`config.mk`:
```
export PLATFORM = sky130hd
export DESIGN_NAME = serial_adder_flat
export DESIGN_NICKNAME = d
export VERILOG_FILES = /design/src/rtl/serial_adder_if.sv /design/src/rtl/serial_adder.sv /design/src/flat_wrapper.sv
export SDC_FILE = /design/constraint.sdc
export NUM_CORES = 1
export LEC_CHECK = 0
export CELL_PAD_IN_SITES_DETAIL_PLACEMENT = 0
export CELL_PAD_IN_SITES_GLOBAL_PLACEMENT = 1
export CORE_MARGIN = 10
export CORE_UTILIZATION = 35
export DETAILED_ROUTE_END_ITERATION = 7
export HOLD_SLACK_MARGIN = 0.08
export PLACE_DENSITY = 0.68
export SLEW_MARGIN = 10
export SYNTH_ARGS = -nofsm -noshare
export SYNTH_HDL_FRONTEND = slang
export SYNTH_SLANG_ARGS = --single-unit
```
`constraint.sdc`:
```
create_clock -name clk -period 3 [get_ports clk]
set_clock_uncertainty 0.15 [all_clocks]
set_input_delay 0.6 -clock clk [delete_from_list [all_inputs] [get_ports clk]]
set_output_delay 0.6 -clock clk [all_outputs]
set_load 0.02 [all_outputs]
```
`src/rtl/serial_adder_if.sv`:
```
// serial_adder_if: request/result bundle for the bit-serial adder
interface serial_adder_if #(
    parameter int WIDTH = 8
);
    logic             start;
    logic [WIDTH-1:0] a;
    logic [WIDTH-1:0] b;
    logic             cin;
    logic             busy;
    logic             done;
    logic [WIDTH-1:0] sum;
    logic             cout;
    modport master (output start, a, b, cin, input busy, done, sum, cout);
    modport slave  (input start, a, b, cin, output busy, done, sum, cout);
endinterface

```
`src/rtl/serial_adder.sv`:
```
// serial_adder: bit-serial LSB-first adder, one full-adder cell plus carry flop
module serial_adder #(
    parameter int WIDTH = 8
) (
    input logic          clk,
    input logic          rst,
    serial_adder_if.slave bus
);
    localparam int CW = (WIDTH > 2) ? $clog2(WIDTH) : 1;
    typedef enum logic [1:0] {IDLE, RUN, DONE} state_t;
    state_t           state_q, state_d;
    logic [WIDTH-1:0] opa_q, opb_q, res_q, sum_q;
    logic [CW-1:0]    cnt_q;
    logic             carry_q, cout_q;
    logic             hs, hc, s, c, load, last;
    // full adder as two half adders
    always_comb begin
        hs   = opa_q[0] ^ opb_q[0];
        hc   = opa_q[0] & opb_q[0];
        s    = hs ^ carry_q;
        c    = hc | (hs & carry_q);
        load = bus.start && (state_q != RUN);
        last = (state_q == RUN) && (cnt_q == CW'(WIDTH - 1));
    end
    always_ff @(posedge clk) begin
        if (rst) state_q <= IDLE;
        else     state_q <= state_d;
    end
    always_comb begin
        state_d = state_q;
        if (state_q == RUN) state_d = last ? DONE : RUN;
        else                state_d = load ? RUN : IDLE;
    end
    always_comb begin
        bus.busy = (state_q == RUN);
        bus.done = (state_q == DONE);
        bus.sum  = sum_q;
        bus.cout = cout_q;
    end
    always_ff @(posedge clk) begin
        if (rst) begin
            opa_q   <= '0;
            opb_q   <= '0;
            res_q   <= '0;
            sum_q   <= '0;
            cnt_q   <= '0;
            carry_q <= 1'b0;
            cout_q  <= 1'b0;
        end else if (load) begin
            opa_q   <= bus.a;
            opb_q   <= bus.b;
            carry_q <= bus.cin;
            cnt_q   <= '0;
        end else if (state_q == RUN) begin
            opa_q   <= opa_q >> 1;
            opb_q   <= opb_q >> 1;
            res_q   <= {s, res_q[WIDTH-1:1]};
            carry_q <= c;
            cnt_q   <= cnt_q + 1'b1;
            if (last) begin
                sum_q  <= {s, res_q[WIDTH-1:1]};
                cout_q <= c;
            end
        end
    end
endmodule

```
`src/flat_wrapper.sv`:
```
// flat-port wrapper written by rule: the top's interface ports become plain ports
module serial_adder_flat 
#(
    parameter int WIDTH = 8
)
  (clk, rst, bus_start, bus_a, bus_b, bus_cin, bus_busy, bus_done, bus_sum, bus_cout);
  serial_adder_if #(.WIDTH(WIDTH)) bus_i ();
  input logic clk;
  input logic rst;
  input wire logic [$bits(bus_i.start)-1:0] bus_start;
  input wire logic [$bits(bus_i.a)-1:0] bus_a;
  input wire logic [$bits(bus_i.b)-1:0] bus_b;
  input wire logic [$bits(bus_i.cin)-1:0] bus_cin;
  output wire logic [$bits(bus_i.busy)-1:0] bus_busy;
  output wire logic [$bits(bus_i.done)-1:0] bus_done;
  output wire logic [$bits(bus_i.sum)-1:0] bus_sum;
  output wire logic [$bits(bus_i.cout)-1:0] bus_cout;
  assign bus_i.start = bus_start;
  assign bus_i.a = bus_a;
  assign bus_i.b = bus_b;
  assign bus_i.cin = bus_cin;
  assign bus_busy = bus_i.busy;
  assign bus_done = bus_i.done;
  assign bus_sum = bus_i.sum;
  assign bus_cout = bus_i.cout;
  serial_adder #(.WIDTH(WIDTH)) u_core (.clk(clk), .rst(rst), .bus(bus_i));
endmodule
```
* After elaboration in Yosys (flattened, before gate mapping)
Cells that the tools add are included.
** Storage, ports and cells
- Register bits after elaboration :: 39
- Input port bits :: 20
- Output and inout bits :: 11
** Cells by class
- Add/subtract/negate cells :: 1
- Equality and inequality tests :: 4
- Muxes and demuxes :: 9
- Bitwise logic cells :: 6
- Reduce and logical (&&, ||, !) cells :: 6
** Operator list (count)
- $mux W8 :: 4
- $mux W2 :: 2
- $add A3 B1 Y3 const B :: 1
- $eq A3 B3 Y1 const B :: 1
- $mux W1 :: 3
- $reduce_and A3 Y1 :: 1
- $and A1 B1 Y1 :: 2
- $eq A2 B1 Y1 const B :: 1
- $eq A2 B2 Y1 const B :: 1
- $logic_and A1 B1 Y1 :: 2
- $ne A2 B1 Y1 const B :: 1
- $reduce_and A2 Y1 :: 1
- $reduce_bool A2 Y1 :: 1
- $reduce_or A2 Y1 :: 1
- $xor A1 B1 Y1 :: 2
- $not A1 Y1 :: 1
- $or A1 B1 Y1 :: 1

* Depth between registers and ports, before layout
Gate-level depths: netlist (run 1).
- Depth after elaboration :: 5
- Depth in mapped cells :: 6
- Gate-level depth less buffers :: 5

* Worst setup path after synthesis (run 1)
Ideal clock, no wire load.
- Kind :: register -> output
- Start point :: register u_core.state_q[1]
- End point :: output port bus_busy
- Arrival time :: 761 ps
- Setup slack :: 1489 ps
- Stages on the path, launching flop included :: 5
- Path buffers :: 2
- Cell sequence :: dfxtp_1 nand2b_1 buf_6 inv_4 buf_6
** On the way
- Word-level cells in the longest chain between the ends :: 1
** RTL lines
- start: declaration :: RTL line serial_adder.sv:11 : state_t state_q, state_d;
- start signal: assignment :: RTL line serial_adder.sv:27 : else state_q <= state_d;
- $eq A2 B1 Y1 :: RTL line serial_adder.sv:35 : bus.busy = (state_q == RUN);
- end: declaration :: RTL line flat_wrapper.sv:14 : output wire logic [$bits(bus_i.busy)-1:0] bus_busy;
Every way passes these cells.

* Final worst setup path (run 1)
Same ends and word-level chain as after synthesis.

==> impl_metrics.csv, run 1 <==
group,metric,value,unit
outcome,status,"finished clean",
sta,fin_ws,675.0,ps
min_path,min-delay-start,"u_core.res_q[1]",
cts,cts_tree,"done",
synth,yosysWarningCount,0,
pwr,leakage,0.7571,nW
synth,synth.top_cell.area_share,46.59,%
cts,cts_root_buffer,"clkbuf_8",
detailed_routing,drc_errors,0,
sta,period_needed,2325,ps
layout,drive_gt1_share,13.71,%
critical_path,cp_max_fo,14,
min_path,whs_endpoint,"u_core.bus.sum[0]",
sta,worstMarginPinSlew,471.5,ps
synth,ys_types,19,
synth,synthArstFlopShare,0,%
layout,n_fill_cell,423,
floorplanning,fp-row-count,24,
job,cap_violations,0,
floorplanning,core,0.004444,mm²
min_path,whs_path_depth,2,
detailed_routing,avgRoutedWirePerCell,12.88,µm
critical_path,r2r_end,"u_core.bus.sum[5]",
layout,nets,219,
sta,maxSlewHeadroom,68.57,%
synth,netlist_area,0.001633,mm²
sta,max_freq,430.1,MHz
synth,yosys-top-cells-count,"dfxtp_1 (38), nand2_1 (35), a21oi_1 (20)",
placed_design,io_buffers,30,
sta,finalSetupViolCount,0,
layout,stdcell_count,249,
detailed_routing,viasPerCell,4.815,
critical_path,crit_arrival,1570,ps
detailed_routing,drt-initial-drc-count,51,
critical_path,cp-end-kind,"output port",
cts,cts_buffers,5,
synth,yosys.area.top_type,"dfxtp_1",
cts,postCtsResizedCells,0,
synth,synthTopCellsByArea,"dfxtp_1 (47%), a211oi_2 (11%), mux2i_1 (10%)",
placed_design,dp_slack,962.2,ps
sta,hold_viol,0,
critical_path,crit_type,"reg2out",
critical_path,worstRegToRegCells,5,
layout,areaGrowthSynthToFinish,23.45,%
critical_path,cp.required,2250,ps
detailed_routing,drt-total-wl,3206,µm
pwr,powerDensity,515.6,mW/mm²
cts,clock_latency,290,ps
min_path,min_path_type,"reg2reg",
floorplanning,die_h,88.30,µm
floorplanning,initial_core_util,36.74,%
grt,grt_overflow,0,
grt,grt_usage,9.218,%
detailed_routing,final_antenna_net_count,0,
cts,post_cts_buffers,0,
detailed_routing,vias,1199,
grt,grt_max_degree,42,
placed_design,hpwl,2171,µm
placed_design,gp_congestion,0.6855,
detailed_routing,drt_pass1_iterations,4,
synth,synth_most_common_cell,"dfxtp_1",
synth,syn_inst,169,
synth,ys_ff_latch,38,
grt,antenna_found_initial,0,
synth,synth_edf_count,0,
grt,grt_pass1_wl,5706,µm
cts,path_clk_slew,70,ps
critical_path,r2r-start,"u_core.cnt_q[0]",
sta,timing.hold.ws,303.1,ps
cts,ctsHoldBuffers,0,
cts,clock-sinks,38,
synth,seq_area_frac_synth,46.59,%
grt,first_global_vias,1216,
pwr,vdd.ir_drop.worst,246.0,µV
sta,tns,0,ps
critical_path,reg2reg_setup_slack,1480,ps
synth,synth_area_per_cell,9.662,µm²
placed_design,dp_cells,241,
floorplanning,die_w,88.30,µm
sta,rsz0062_at_grt,"no",
cts,cts_max_level,2,
floorplanning,design.portCount,31,
sta,final_max_slew_viol_count,0,
synth,syn-num-nets,192,
layout,antennaDiodeCount,0,
critical_path,startpoint_type,"flip-flop",
pwr,p_total,1.039,mW
synth,synth_top_flop_cell,"dfxtp_1",
cts,clk_path_buf_depth,2,
sta,timing.final.crit_share,77.50,%
floorplanning,die-area,0.007797,mm²
[per-stage QoR]
step / instance area [µm²] / utilization (%)
CTS: 2016 / 45.35
detailed placement: 1921 / 43.22
finish: 2016 / 45.35
global route: 2016 / 45.35
floorplan: 1633 / -
global placement: 1921 / 43.22
[how the worst max path moves through the flow]
stage,start,to
2_1_floorplan,u_core.state_q[1],bus_busy
3_3_place_gp,u_core.state_q[1],bus_busy
5_1_grt,u_core.state_q[1],bus_busy
4_1_cts,u_core.state_q[1],bus_busy
6_report,u_core.state_q[1],bus_busy
3_5_place_dp,bus_start,u_core.opb_q[2]
[metal layers]
metal	vias up	wire [µm]	track usage (%)
met5	-	0	0
met4	0	35	3.524
met3	4	249	4.320
met2	21	1485	14.87
met1	545	1436	10.39
li1	629	-	-
[sequential cells by signal, indices dropped and copies added, names as in the netlist]
register         flops
u_core.opb_q         8
u_core.carry_q       1
u_core.bus.cout      1
u_core.res_q         7
u_core.cnt_q         3
u_core.opa_q         8
u_core.bus.sum       8
u_core.state_q       2
[cell type report]
| cell class | count | area [µm²] | share of cell area, % |
|---|---|---|---|
| clock inverter | 2 | 12.51 | 0.6207 |
| multi-input combinational | 117 | 765.7 | 37.99 |
| clock buffer | 6 | 82.58 | 4.097 |
| tap | 52 | 65.06 | 3.228 |
| inverter | 1 | 6.256 | 0.3104 |
| timing repair buffer | 33 | 322.8 | 16.01 |
| sequential | 38 | 760.7 | 37.74 |
[placed cells by master, fill, tap and decap left out]
cell type	instances
nand2b_2	1
nor3_1	2
dfxtp_1	38
clkbuf_8	6
a211oi_2	14
nand2_1	35
clkinvlp_4	1
nand2b_1	2
a21oi_1	20
and3b_1	1
inv_4	1
a211oi_1	1
buf_4	3
clkdlybuf4s50_1	30
nand3b_1	4
nor2b_1	1
clkinv_2	1
mux2i_1	17
fa_1	1
ha_1	2
nor2_1	16
[worst max-delay path: stages (launching register included)]
cell and delay (ps):
dfxtp_1 320, nand2b_2 200, inv_4 140, clkdlybuf4s50_1 630
[logic make-up (layout without fill, tap and decap cells)]
| logic type | Yosys count | in the layout | share of synthesized area, % |
|---|---|---|---|
| flops | 38 | 38 | 46.59 |
| compound gates | 35 | 35 | 17.32 |
| buf+inv | 14 | 42 | 6.666 |
| simple gates | 62 | 62 | 16.25 |
| mux | 17 | 17 | 10.42 |
| fa+ha+maj | 3 | 3 | 2.758 |
[power by group]
part	switching, mW	total [mW]	internal (mW)
clock network	0.180	0.364	0.185
registers	0.0145	0.544	0.530
logic	0.0660	0.131	0.0648
No activity file was read; power rests on OpenSTA's default activity.
==> run 2, diff against run 1 <==
- clock period: 3 -> 2.2 ns (I/O delays scaled with it)
==> run 2 against run 1 <==
Compared with the run above:
- utilization up 1.5 points
- total power up 58%
- sequential cell count unchanged
- wire length up 6.0%
- sequential share of layout area down 1.2 points
- hold slack better by 2.5 ps
- die area unchanged
==> impl_metrics.csv, run 2 (synthesized netlist as in run 1, its figures left out) <==
group,metric,value,unit
outcome,status,"finished clean",
sta,period_needed,2000,ps
sta,hold_viol,0,
critical_path,cp-end-kind,"output port",
sta,max_freq,500.0,MHz
floorplanning,design.portCount,31,
placed_design,dp_slack,320.8,ps
sta,tns,0,ps
critical_path,crit_arrival,1410,ps
cts,clock_latency,290,ps
detailed_routing,vias,1227,
cts,cts_root_buffer,"clkbuf_8",
grt,antenna_found_initial,0,
pwr,p_int,1.269,mW
grt,first_global_vias,1272,
sta,fin_ws,200.1,ps
layout,final_core_util,46.85,%
floorplanning,die-area,0.007797,mm²
placed_design,dp_cells,241,
job,cap_violations,0,
detailed_routing,avgRoutedWirePerCell,13.65,µm
pwr,vdd.ir_drop.worst,294.6,µV
detailed_routing,drt-initial-drc-count,76,
layout,drive_gt1_share,13.71,%
layout,nets,219,
floorplanning,initial_core_util,36.74,%
sta,rsz0062_at_grt,"no",
critical_path,slowest_stage,"clkdlybuf4s50_1",
critical_path,crit_type,"reg2out",
pwr,switching_share,22.51,%
critical_path,critPathMaxStageDelay,620,ps
pwr,leakage,0.7904,nW
grt,gr-usage-met3,3.860,%
layout,final_cell_mix,"dfxtp_1 (38), nand2_1 (35), clkdlybuf4s50_1 (29), a21oi_1 (20), mux2i_1 (17)",
placed_design,hpwl,2310,µm
detailed_routing,drt-total-wl,3398,µm
pwr,powerDensity,786.5,mW/mm²
layout,antennaDiodeCount,0,
sta,timing.hold.ws,305.6,ps
floorplanning,die_h,88.30,µm
floorplanning,fp-row-count,24,
pwr,pwr-share-clk,43.4,%
detailed_routing,final_antenna_net_count,0,
cts,path_clk_slew,80,ps
layout,final_common_cell,"dfxtp_1",
grt,grt_overflow,0,
layout,regArea,760.7,µm²
cts,cts_tree,"done",
floorplanning,core,0.004444,mm²
cts,post_cts_buffers,0,
grt,grt_max_degree,42,
cts,cts_max_level,2,
cts,clock-sinks,38,
critical_path,startpoint_type,"flip-flop",
pwr,comb_power_share,11.3,%
grt,grt.busiest_layer,"met2",
detailed_routing,viasPerCell,4.928,
sta,timing.final.crit_share,90.91,%
sta,maxSlewHeadroom,68.63,%
detailed_routing,drt_pass1_iterations,4,
layout,multi_input_area,765.7,µm²
grt,globalRouteMet2Util,15.87,%
sta,worstMarginPinSlew,470.5,ps
placed_design,gp_congestion,0.6837,
sta,finalSetupViolCount,0,
grt,grt_pass1_wl,5947,µm
cts,cts_buffers,5,
critical_path,path_cells,"nor2b_1 -> clkdlybuf4s50_1",
critical_path,cp_max_fo,4,
floorplanning,die_w,88.30,µm
layout,stdcell_count,249,
pwr,switching_power,0.3686,mW
grt,use_met1,10.78,%
sta,final_max_slew_viol_count,0,
grt,grt_usage,9.565,%
layout,n_fill_cell,437,
critical_path,cp.required,1610,ps
placed_design,io_buffers,30,
pwr,power_frac_seq,45.3,%
layout,areaGrowthSynthToFinish,27.51,%
min_path,min_path_type,"reg2reg",
detailed_routing,drc_errors,0,
cts,clk_path_buf_depth,2,
## run 2: per-layer routing
metal / vias to the layer above / part of all wire, %
met5: - / 0
met4: 0 / 1.5
met3: 6 / 6.7
met2: 23 / 47
met1: 570 / 45
li1: 628 / -
## run 2: path summary, 6_finish.rpt
path                     start           endpoint  slack [ps]  cells after the start
max          u_core.state_q[1]           bus_done         200                      2
min          u_core.bus.sum[7]  u_core.bus.sum[7]         310                      2
max reg2reg    u_core.cnt_q[0]    u_core.bus.cout         690                      5
min reg2reg  u_core.bus.sum[7]  u_core.bus.sum[7]         310                      2
## run 2: through the flow
stage / area [µm²] / total power [mW]
floorplan: 1633 / 0.8946
global placement: 1946 / 0.9416
detailed placement: 1946 / 0.9474
CTS: 2082 / 1.662
global route: 2082 / 1.710
finish: 2082 / 1.637
## run 2: critical path, delay by kind of cell (launching register included)
family / cells / cell delay [ps]
flops: 1 / 350
buf+inv: 1 / 620
simple gates: 1 / 150
## run 2: cell type report
class                   count  area share (%)
multi-input cells         117           36.78
flip-flops and latches     38           36.54
repair buffers             33           16.65
clock buffers               5           3.305
clock inverters             3           3.305
well taps                  52           3.125
inverters                   1          0.3005
## run 2: repair_timing
item | in CTS | in global routing
hold buffers | 0 | 0
gates resized for setup | 1 | 0
endpoints found under the hold margin | 0 | 0
endpoints found under the setup margin | 1 | 0
## run 2: power groups by stage
stage	logic (mW)	registers [mW]	clock network, mW
final	0.185	0.742	0.710
after global routing	0.207	0.748	0.756
after CTS	0.189	0.742	0.732
after detailed placement	0.189	0.758	0
after global placement	0.185	0.757	0
after floorplan	0.141	0.753	0
==> run 3, diff against run 2 <==
==> constraint.sdc (replaced) <==
create_clock -name clk -period 2.2 [get_ports clk]
set_clock_uncertainty 0.15 [all_clocks]
set_input_delay 0.22 -clock clk [delete_from_list [all_inputs] [get_ports clk]]
set_output_delay 0.22 -clock clk [all_outputs]
set_load 0.02 [all_outputs]
==> results of run 3 <==
Same layout as run 1 (identical final DEF). Status: finished clean.
Main changes from that run: setup slack after placement 962.2 ps -> 542.2 ps; setup slack after layout 675.0 ps -> 255.0 ps; register-to-register setup slack 1480 ps -> 680 ps; total power 1.039 mW -> 1.417 mW; worst IR drop on VDD 246.0 µV -> 335.5 µV
